## config.mk

```make
export PLATFORM = sky130hd
export DESIGN_NAME = bin2bcd_seq
export DESIGN_NICKNAME = d
export VERILOG_FILES = /design/src/rtl/bin2bcd_seq.sv
export SDC_FILE = /design/constraint.sdc
export NUM_CORES = 1
export LEC_CHECK = 0
export CORE_MARGIN = 4
export CORE_UTILIZATION = 50
export DETAILED_ROUTE_END_ITERATION = 6
export PLACE_DENSITY = 0.73
export SYNTH_ARGS = -nofsm -noshare
export SYNTH_HDL_FRONTEND = slang
export SYNTH_SLANG_ARGS = --single-unit
```

## constraint.sdc

```tcl
create_clock -name clk -period 5.3 [get_ports clk]
set_input_delay 0.795 -clock clk [delete_from_list [all_inputs] [get_ports clk]]
set_output_delay 0.795 -clock clk [all_outputs]
set_load 0.05 [all_outputs]
```

## src/rtl/bin2bcd_seq.sv

```systemverilog
// ============================================================================
// Module      : bin2bcd_seq
// Description : Sequential 44-bit binary to 13-digit packed BCD converter
//               (double-dabble, one bit per cycle). Optional overflow flag
//               enabled by defining BIN2BCD_SEQ_OVF_EN.
// Revision    : 1.0 - initial release
// ============================================================================
`default_nettype none

module bin2bcd_seq (
    input  logic        clk,
    input  logic        reset,
    input  logic        start,
    input  logic [43:0] bin,
    output logic        busy,
    output logic        done,
    output logic [51:0] bcd,
    output logic        ovf
);

    localparam logic [0:0] IDLE  = 1'b0;
    localparam logic [0:0] SHIFT = 1'b1;
    localparam logic [5:0] LAST_CNT = 6'd43;

    logic [0:0]  state_q, state_d;
    logic [43:0] sreg_q,  sreg_d;
    logic [51:0] acc_q,   acc_d;
    logic [5:0]  cnt_q,   cnt_d;
    logic [51:0] bcd_q,   bcd_d;
    logic        done_q,  done_d;
    logic [50:0] w_adj;

    // Lower 12 digits get the full add-3 correction.
    genvar k;
    generate
        for (k = 0; k < 12; k++) begin : g_dab
            assign w_adj[4*k +: 4] = (acc_q[4*k +: 4] >= 4'd5) ? acc_q[4*k +: 4] + 4'd3
                                                                 : acc_q[4*k +: 4];
        end
    endgenerate

    // Top digit: only its low three bits survive the shift; its bit 3 is the
    // decimal carry leaving the 13-digit window.
    assign w_adj[50:48] = acc_q[50:48] + ((acc_q[51:48] >= 4'd5) ? 3'd3 : 3'd0);

`ifdef BIN2BCD_SEQ_OVF_EN
    logic w_carry;
    logic flag_q, flag_d;
    logic ovf_q,  ovf_d;
    assign w_carry = (acc_q[51:48] >= 4'd5);
`endif

    always_comb begin
        state_d = state_q;
        sreg_d  = sreg_q;
        acc_d   = acc_q;
        cnt_d   = cnt_q;
        bcd_d   = bcd_q;
        done_d  = 1'b0;
`ifdef BIN2BCD_SEQ_OVF_EN
        flag_d  = flag_q;
        ovf_d   = ovf_q;
`endif
        case (state_q)
            IDLE: begin
                if (start) begin
                    state_d = SHIFT;
                    sreg_d  = bin;
                    acc_d   = 52'd0;
                    cnt_d   = LAST_CNT;
`ifdef BIN2BCD_SEQ_OVF_EN
                    flag_d  = 1'b0;
`endif
                end
            end
            SHIFT: begin
                acc_d  = {w_adj, sreg_q[43]};
                sreg_d = {sreg_q[42:0], 1'b0};
                cnt_d  = cnt_q - 6'd1;
`ifdef BIN2BCD_SEQ_OVF_EN
                flag_d = flag_q | w_carry;
`endif
                if (cnt_q == 6'd0) begin
                    state_d = IDLE;
                    cnt_d   = 6'd0;
                    bcd_d   = {w_adj, sreg_q[43]};
                    done_d  = 1'b1;
`ifdef BIN2BCD_SEQ_OVF_EN
                    ovf_d   = flag_q | w_carry;
`endif
                end
            end
            default: state_d = IDLE;
        endcase
    end

    always_ff @(posedge clk or posedge reset) begin
        if (reset) begin
            state_q <= IDLE;
            sreg_q  <= 44'd0;
            acc_q   <= 52'd0;
            cnt_q   <= 6'd0;
            bcd_q   <= 52'd0;
            done_q  <= 1'b0;
        end else begin
            state_q <= state_d;
            sreg_q  <= sreg_d;
            acc_q   <= acc_d;
            cnt_q   <= cnt_d;
            bcd_q   <= bcd_d;
            done_q  <= done_d;
        end
    end

`ifdef BIN2BCD_SEQ_OVF_EN
    always_ff @(posedge clk or posedge reset) begin
        if (reset) begin
            flag_q <= 1'b0;
            ovf_q  <= 1'b0;
        end else begin
            flag_q <= flag_d;
            ovf_q  <= ovf_d;
        end
    end
    assign ovf = ovf_q;
`else
    assign ovf = 1'b0;
`endif

    assign busy = (state_q == SHIFT);
    assign done = done_q;
    assign bcd  = bcd_q;

endmodule

`default_nettype wire

```

## Word-level counts from Yosys, hierarchy flattened

Index checks and enable logic that the tools add are counted.
Widths: inputs -> output; s select.

| cells by class | value |
|---|---|
| multiplexer cells | 25 |
| order comparisons | 13 |
| add/sub/neg operators | 14 |
| equal/unequal tests | 1 |
| reductions and logical operators | 2 |
| bitwise operators | 1 |

Operators with widths:

| cell | number |
|---|---|
| $pmux 52 s2 | 1 |
| $pmux 44 s2 | 1 |
| $ge 4x3->1 const B | 13 |
| $mux 52 | 1 |
| $add 4x2->4 const B | 12 |
| $mux 4 | 12 |
| $mux 44 | 1 |
| $mux 6 | 2 |
| $pmux 6 s2 | 1 |
| $logic_not 6->1 | 1 |
| $sub 6x1->6 const B | 1 |
| $mux 1 | 4 |
| $add 3x2->3 | 1 |
| $mux 2 | 1 |
| $ne 2x2->1 const B | 1 |
| $pmux 1 s2 | 1 |
| $reduce_and 2->1 | 1 |
| $not 1->1 | 1 |

| storage, ports and cells | value |
|---|---|
| register bits after elaboration | 156 |
| output and inout bits | 55 |

## Logic depth before layout (Yosys ltp)

Gate-level depths: netlist (run 1).

| logic depth | value |
|---|---|
| word-level depth | 4 |
| depth in mapped cells | 7 |

## Worst setup path after synthesis (run 1)

OpenSTA, ideal clock, no wires.

| path | value |
|---|---|
| kind | reg2reg |
| from | reg state_q, in the netlist busy |
| to | reg bcd_q[13], in the netlist bcd[13] |
| clock period less this slack | 2,079 ps |
| required time | 5,175 ps |
| arrival | 1,954 ps |
| slack | 3,221 ps |
| buffers on the path | 2 |
| setup time | 125 ps |
| stages on the path, launching flop included | 6 |
| cell sequence | dfrtp_1 clkbuf_1 inv_2 nor4_4 buf_6 mux2_2 |

| on the way | value |
|---|---|
| longest elaborated chain between the ends | 1 |

Ends and longest elaborated chain:

| element | line | source |
|---|---|---|
| from (decl) | 25 | `logic [0:0] state_q, state_d;` |
| from (signal assigned) | 106 | `state_q <= state_d;` |
| $reduce_and 2->1 (no source line) | n/a |  |
| to (signal assigned) | 103 | `bcd_q <= 52'd0;` |
| to (signal assigned) | 110 | `bcd_q <= bcd_d;` |
| to (decl) | 29 | `logic [51:0] bcd_q, bcd_d;` |

Every way passes these cells.
A chain may end at the register's enable or synchronous reset.

## Worst setup path after layout (run 1)

| path | value |
|---|---|
| from | reg state_q, in the netlist busy |
| to | out busy |

RTL lines:

| element | line | source |
|---|---|---|
| to (decl) | 15 | `output logic busy,` |

No word-level cell between the ends.

==> results of run 1 <==
## metal layers
metal / GRT usage, % / vias up
li1: - / 2674
met1: 24.7 / 2632
met2: 31.4 / 117
met3: 5.16 / 19
met4: 6.59 / 0
met5: 0 / -
## flip-flops by register name (all words and copies together), names as in the netlist
signal  count
sreg_q     44
done        1
cnt_q       6
acc_q      52
busy        1
bcd        52
## layout make-up
cell class	count	share of cell area, %
Clock buffer	22	5.15
Multi-Input combinational cell	491	35.5
Clock inverter	10	1.75
Tap cell	184	2.50
Sequential cell	156	42.4
Timing Repair Buffer	107	11.4
Inverter	30	1.28
## worst max-delay path by stage
| stage | endpoint | slack, ns |
|---|---|---|
| 2_1_floorplan | acc_q[0] | 0.30 |
| 3_3_place_gp | acc_q[42] | 2.87 |
| 3_5_place_dp | acc_q[27] | 2.77 |
| 4_1_cts | busy | 2.55 |
| 5_1_grt | busy | 2.52 |
| 6_report | busy | 2.58 |
## metrics by stage
step                std cells  util (%)  power (mW)  cell area, um^2  setup slack, ns
finish                   1000      63.1        6.44             9210             2.58
floorplan                 718         -        4.30             7490            0.298
global placement          968      58.8        5.02             8570             2.87
global route             1000      63.1        6.90             9210             2.52
detailed placement        968      58.8        5.17             8570             2.77
CTS                      1000      63.1        6.50             9210             2.55
## tightest hold or removal path, delay by kind of cell, from the launching register on
| kind | cells | cell delay, ns |
|---|---|---|
| AO/OA/AOI/OAI | 1 | 0.06 |
| flip-flops | 1 | 0.34 |
| AND/OR/NAND/NOR | 1 | 0.05 |
## cell usage in the layout (no fill, tap or decap), types with 13 or more instances in the layout
master                            Yosys  layout
sky130_fd_sc_hd__mux2_2              24      24
sky130_fd_sc_hd__clkdlybuf4s50_1      0      99
sky130_fd_sc_hd__inv_1               29      28
sky130_fd_sc_hd__clkbuf_16            0      17
sky130_fd_sc_hd__o21ai_0             73      73
sky130_fd_sc_hd__nor3_1              24      24
sky130_fd_sc_hd__nor3b_1             26      26
sky130_fd_sc_hd__mux2i_1             57      57
sky130_fd_sc_hd__nand2b_1            13      13
sky130_fd_sc_hd__o22ai_1             16      16
sky130_fd_sc_hd__a21oi_1             59      59
sky130_fd_sc_hd__ha_1                27      27
sky130_fd_sc_hd__nand2_1             77      77
sky130_fd_sc_hd__nor2_1              32      32
sky130_fd_sc_hd__dfrtp_1            156     155
sky130_fd_sc_hd__a21o_1              15      15
## power groups by stage
stage / sequential, mW / clock (mW) / combinational, mW
floorplan: 2.73 / 0 / 1.58
global placement: 2.13 / 0 / 2.89
detailed placement: 2.17 / 0 / 3.01
CTS: 2.15 / 1.32 / 3.02
global route: 2.23 / 1.37 / 3.29
finish: 2.15 / 1.29 / 2.99
## kinds of logic (layout without fill, tap and decap cells)
kind of cell,count (synthesis),count (layout),synth area share [%]
muxes,85,85,11.8
and+or+nand+nor,184,184,11.8
other,1,1,0.0501
AOI/OAI and AO/OA,179,179,13.5
xor gates and xnor gates,14,14,1.64
DFF,156,156,52.1
buffers and inverters,71,169,4.23
adders and majority gates,28,28,4.78
==> impl_metrics.yaml, run 1 <==
pwr:
  cell_internal_pwr_mw: 3.78
  power_frac_clock_pct: 20.1
  switchingPower_mw: 2.66
  power.share.combinational_pct: 46.4
  power_density_mw_per_mm2: 699
  leakagePower_nw: 4.19
  seqPwrFrac_pct: 33.5
  vdd.ir_drop.worst_v: 0.000291
  power.switching_fraction_pct: 41.3
sta:
  fin_crit_sh_pct: 51.3
  timing.setup.tns_ns: 0
  period_minus_slack_ns: 2.72
  slew_headroom_pct: 23.1
  rsz0062_at_grt: "false"
  finalClockSkew_ns: 0.00675
  finalSetupViolations: 0
  hold-worst-slack_ns: 0.483
  worst-slew-pin-transition_ns: 1.15
  finalMaxSlewViolations: 0
  report.final.hold_viol_count: 0
  highest_clock_rate_mhz: 368
clocking:
  hold_buffers: 0
  clock_latency_ns: 0.42
  htree_num_levels: 4
  cts_root_buffer: "sky130_fd_sc_hd__clkbuf_16"
  cts_num_sinks: 156
  cts-buffers-inserted: 17
  postCtsResizedCells: 0
  max-clock-path-buffers: 2
  cts_tree: "yes"
  cts.repair_timing.setup_buffer_count: 0
  clkTransAtPathRegs_ns: 0.06
synthesis:
  synth_largest_area_cell: "sky130_fd_sc_hd__dfrtp_1"
  netlist-cell-type-count: 35
  ranking_of_synthesized_cells_by_instance_count: "sky130_fd_sc_hd__dfrtp_1, sky130_fd_sc_hd__nand2_1, sky130_fd_sc_hd__o21ai_0"
  syn-instance-count: 718
  synth.cell_area_mm2: 0.00749
  yosys.cell_count.top_type: "sky130_fd_sc_hd__dfrtp_1"
  average_cell_area_after_synthesis_um2: 10.4
  dominantRegCellSynth: "sky130_fd_sc_hd__dfrtp_1"
  synth_sequential_area_ratio_pct: 52.1
  yosys_warnings: 0
  syn-num-nets: 793
  yosysTopAreaCellShare_pct: 52.1
  synth-edff-count: 0
  yosys_reg_bits: 156
  async_sr_flop_fraction_pct: 100
  post_synth_main_area_contributors: "sky130_fd_sc_hd__dfrtp_1, sky130_fd_sc_hd__mux2i_1, sky130_fd_sc_hd__o21ai_0"
global_routing:
  maximum_number_of_pins_on_one_net_before_global_route_repair: 125
  grt_overflow_total: 0
  grt_antenna_before_repair: 0
  grt_pass1_wl_um: 25900
  global_route.usage.total_pct: 19.1
  grt_pass1_vias: 5447
worst_setup_path:
  reg2reg_to: "acc_q[27]"
  r2r_slack_ns: 2.94
  gate_family_responsible_for_the_most_delay_along_the_worst_path: "buffers and inverters"
  timing.critical_path.depth: 1
  crit_path_start: "busy"
  critPathMaxFanout: 29
  crit-reg2reg-launch: "busy"
  setup_crit_path_kind: "flop to output pin"
  crit_arrival_ns: 1.92
  crit_path_top_delay_cell: "sky130_fd_sc_hd__clkdlybuf4s50_1"
  crit_chain: "clkdlybuf4s50_1"
  critical_path.max_stage_delay_ns: 0.88
  buffer_and_inverter_count_on_the_worst_path: 1
  worst_setup_sp_type: "flop"
  cp.required_ns: 4.51
  critical_path.endpoint_type: "output pin"
  r2r.worst_path.cells: 5
die:
  die-area_mm2: 0.0170
  horizontal_extent_of_the_die_um: 130
  std_cell_rows: 44
  die_height_um: 130
  initial_core_util_pct: 51.3
  core_mm2: 0.0146
  io_pins: 102
route:
  drt-wirelength-per-cell_um: 15.1
  remaining_drc_errors: 0
  route.final.wire_length_um: 15100
  length_of_routed_met2_wiring_um: 7370
  post_drt_via_cell_ratio: 5.44
  wl_met3_um: 771
  drt-met1-wl_um: 6730
  detailedRoute.firstPassIterationCount: 5
  detail_route.iter0.violations: 386
  vias: 5442
  antenna_left: 0
  maxUsedRoutingLayer: "met4"
hold_path:
  timing.hold.worst_endpoint: "sreg_q[4]"
  min_delay_worst_type: "flop to flop"
  hold_path.startpoint: "sreg_q[3]"
  holdPathStages: 2
layout:
  share_of_post_route_cells_with_drive_strength_above_1_pct: 8.09
  n_antenna_cell: 0
  layout.area.seq_mm2: 0.00391
  layout.filler_cells: 1159
  multiInputGateArea_mm2: 0.00327
  area_growth_syn_to_layout_pct: 23.0
  finalNetCount: 878
placement:
  gp_routability_congestion: 0.827
  dp_hpwl_um: 10100
  number_of_input_and_output_port_buffers_inserted: 100
flow_run:
  max_cap_violations: 0
run_status:
  status: "finished, final reports clean"
Note: power is estimated with default switching activity, not from simulation.
==> inputs of run 2 (changes only) <==
==> constraint.sdc (replaced) <==
create_clock -name clk -period 2.4 [get_ports clk]
set_input_delay 0.36 -clock clk [delete_from_list [all_inputs] [get_ports clk]]
set_output_delay 0.36 -clock clk [all_outputs]
set_load 0.05 [all_outputs]
==> run 2 against run 1 <==
Compared with the run above: clock skew is 0.0014 ns lower; final cell count stayed put; wire length is 3.2% higher; clock-buffer cell count is 2 higher; via count is 1.3% higher; largest cell class unchanged; die area stayed put.
==> impl_metrics.yaml, run 2 (synthesis results as in run 1) <==
layout:
  finalNetCount: 881
  n_antenna_cell: 0
  area_growth_syn_to_layout_pct: 22.6
  share_of_post_route_cells_with_drive_strength_above_1_pct: 8.33
  layout.filler_cells: 1170
  multiInputGateArea_mm2: 0.00327
  finish.instance_area_mm2: 0.00918
  final_cell_mix: "sky130_fd_sc_hd__dfrtp_1, sky130_fd_sc_hd__clkdlybuf4s50_1, sky130_fd_sc_hd__nand2_1"
  layout.area.seq_mm2: 0.00391
  layout_commonest_cell: "sky130_fd_sc_hd__dfrtp_1"
global_routing:
  maximum_number_of_pins_on_one_net_before_global_route_repair: 104
  grt_pass1_vias: 5415
  grt_pass1_wl_um: 25600
  grt_overflow_total: 0
  grt_antenna_before_repair: 0
  global_route.usage.total_pct: 19.0
worst_setup_path:
  critical_path.endpoint_type: "output pin"
  crit_path_top_delay_cell: "sky130_fd_sc_hd__clkdlybuf4s50_1"
  cp.required_ns: 2.04
  buffer_and_inverter_count_on_the_worst_path: 1
  setup_crit_path_kind: "flop to output pin"
  critical_path.max_stage_delay_ns: 0.84
  critPathMaxFanout: 2
  worst_setup_sp_type: "flop"
  gate_family_responsible_for_the_most_delay_along_the_worst_path: "buffers and inverters"
  crit_chain: "clkdlybuf4s50_1"
  crit_arrival_ns: 1.63
clocking:
  cts_root_buffer: "sky130_fd_sc_hd__clkbuf_16"
  cts_num_sinks: 156
  cts_tree: "yes"
  htree_num_levels: 4
  clkTransAtPathRegs_ns: 0.06
  postCtsResizedCells: 0
  cts-buffers-inserted: 17
  cts.repair_timing.setup_buffer_count: 0
  hold_buffers: 0
  max-clock-path-buffers: 2
  clock_latency_ns: 0.42
route:
  detailedRoute.firstPassIterationCount: 5
  post_drt_via_cell_ratio: 5.51
  antenna_left: 0
  route.final.wire_length_um: 15600
  vias: 5514
  remaining_drc_errors: 0
  detail_route.iter0.violations: 376
  drt-wirelength-per-cell_um: 15.6
die:
  std_cell_rows: 44
  die-area_mm2: 0.0170
  initial_core_util_pct: 51.3
  die_height_um: 130
  io_pins: 102
  horizontal_extent_of_the_die_um: 130
  core_mm2: 0.0146
sta:
  report.final.hold_viol_count: 0
  finalSetupViolations: 0
  period_minus_slack_ns: 1.99
  finalClockSkew_ns: 0.00536
  slew_headroom_pct: 34.1
  finalMaxSlewViolations: 0
  rsz0062_at_grt: "false"
  timing.setup.tns_ns: 0
  highest_clock_rate_mhz: 502
  fin_crit_sh_pct: 83.1
  worst-slew-pin-transition_ns: 0.988
placement:
  dp_hpwl_um: 10400
  gp_routability_congestion: 0.799
  detailed_place.area_mm2: 0.00862
  number_of_input_and_output_port_buffers_inserted: 100
run_status:
  status: "finished, final reports clean"
pwr:
  vdd.ir_drop.worst_v: 0.000624
  leakagePower_nw: 4.17
  power_density_mw_per_mm2: 1520
hold_path:
  min_delay_worst_type: "input port to asynchronous set/reset pin"
flow_run:
  max_cap_violations: 0
-- run 2: final timing paths --
check	depth (start not counted)	slack (ns)	to	start
max	1	0.41	bcd[6]	bcd[6]
min	3	0.46	bcd[22]	reset
max reg2reg	6	0.41	bcd[1]	cnt_q[0]
min reg2reg	2	0.48	sreg_q[17]	sreg_q[16]
max in group asynchronous	3	1.41	sreg_q[36]	reset
min in group clk	2	0.48	sreg_q[17]	sreg_q[16]
-- run 2: layer usage --
layer  share of wire [%]  vias up  track usage, %
met5                   0        -               0
met1                  44     2685            24.0
met4                 1.6        0            7.26
met3                 5.1       25            5.53
met2                  50      135            31.1
li1                    -     2669               -
-- run 2: cell type report --
cell class / count / area share, %
clock buffer: 24 / 5.47
clock inverter: 5 / 0.641
inverter: 30 / 1.27
multi-input combinational: 491 / 35.6
sequential: 156 / 42.6
tap: 184 / 2.51
timing repair buffer: 110 / 11.9
-- run 2: where the power goes --
group / internal [mW] / leakage, nW / total (mW) / switching, mW
clock network: 1.55 / 0.271 / 2.56 / 1.01
logic: 2.70 / 1.93 / 6.63 / 3.93
registers: 3.83 / 1.97 / 4.75 / 0.921
-- run 2: metrics by stage --
stage	instances	setup slack (ns)	utilization [%]	hold slack [ns]	power, mW
3_5_place_dp	971	0.430	59.1	0.464	11.4
5_1_grt	1000	0.343	62.9	0.508	14.9
6_report	1000	0.406	62.9	0.456	13.9
4_1_cts	1000	0.374	62.9	0.486	14.1
2_1_floorplan	718	0.0671	-	0.449	9.50
3_3_place_gp	971	0.524	59.1	0.463	11.1
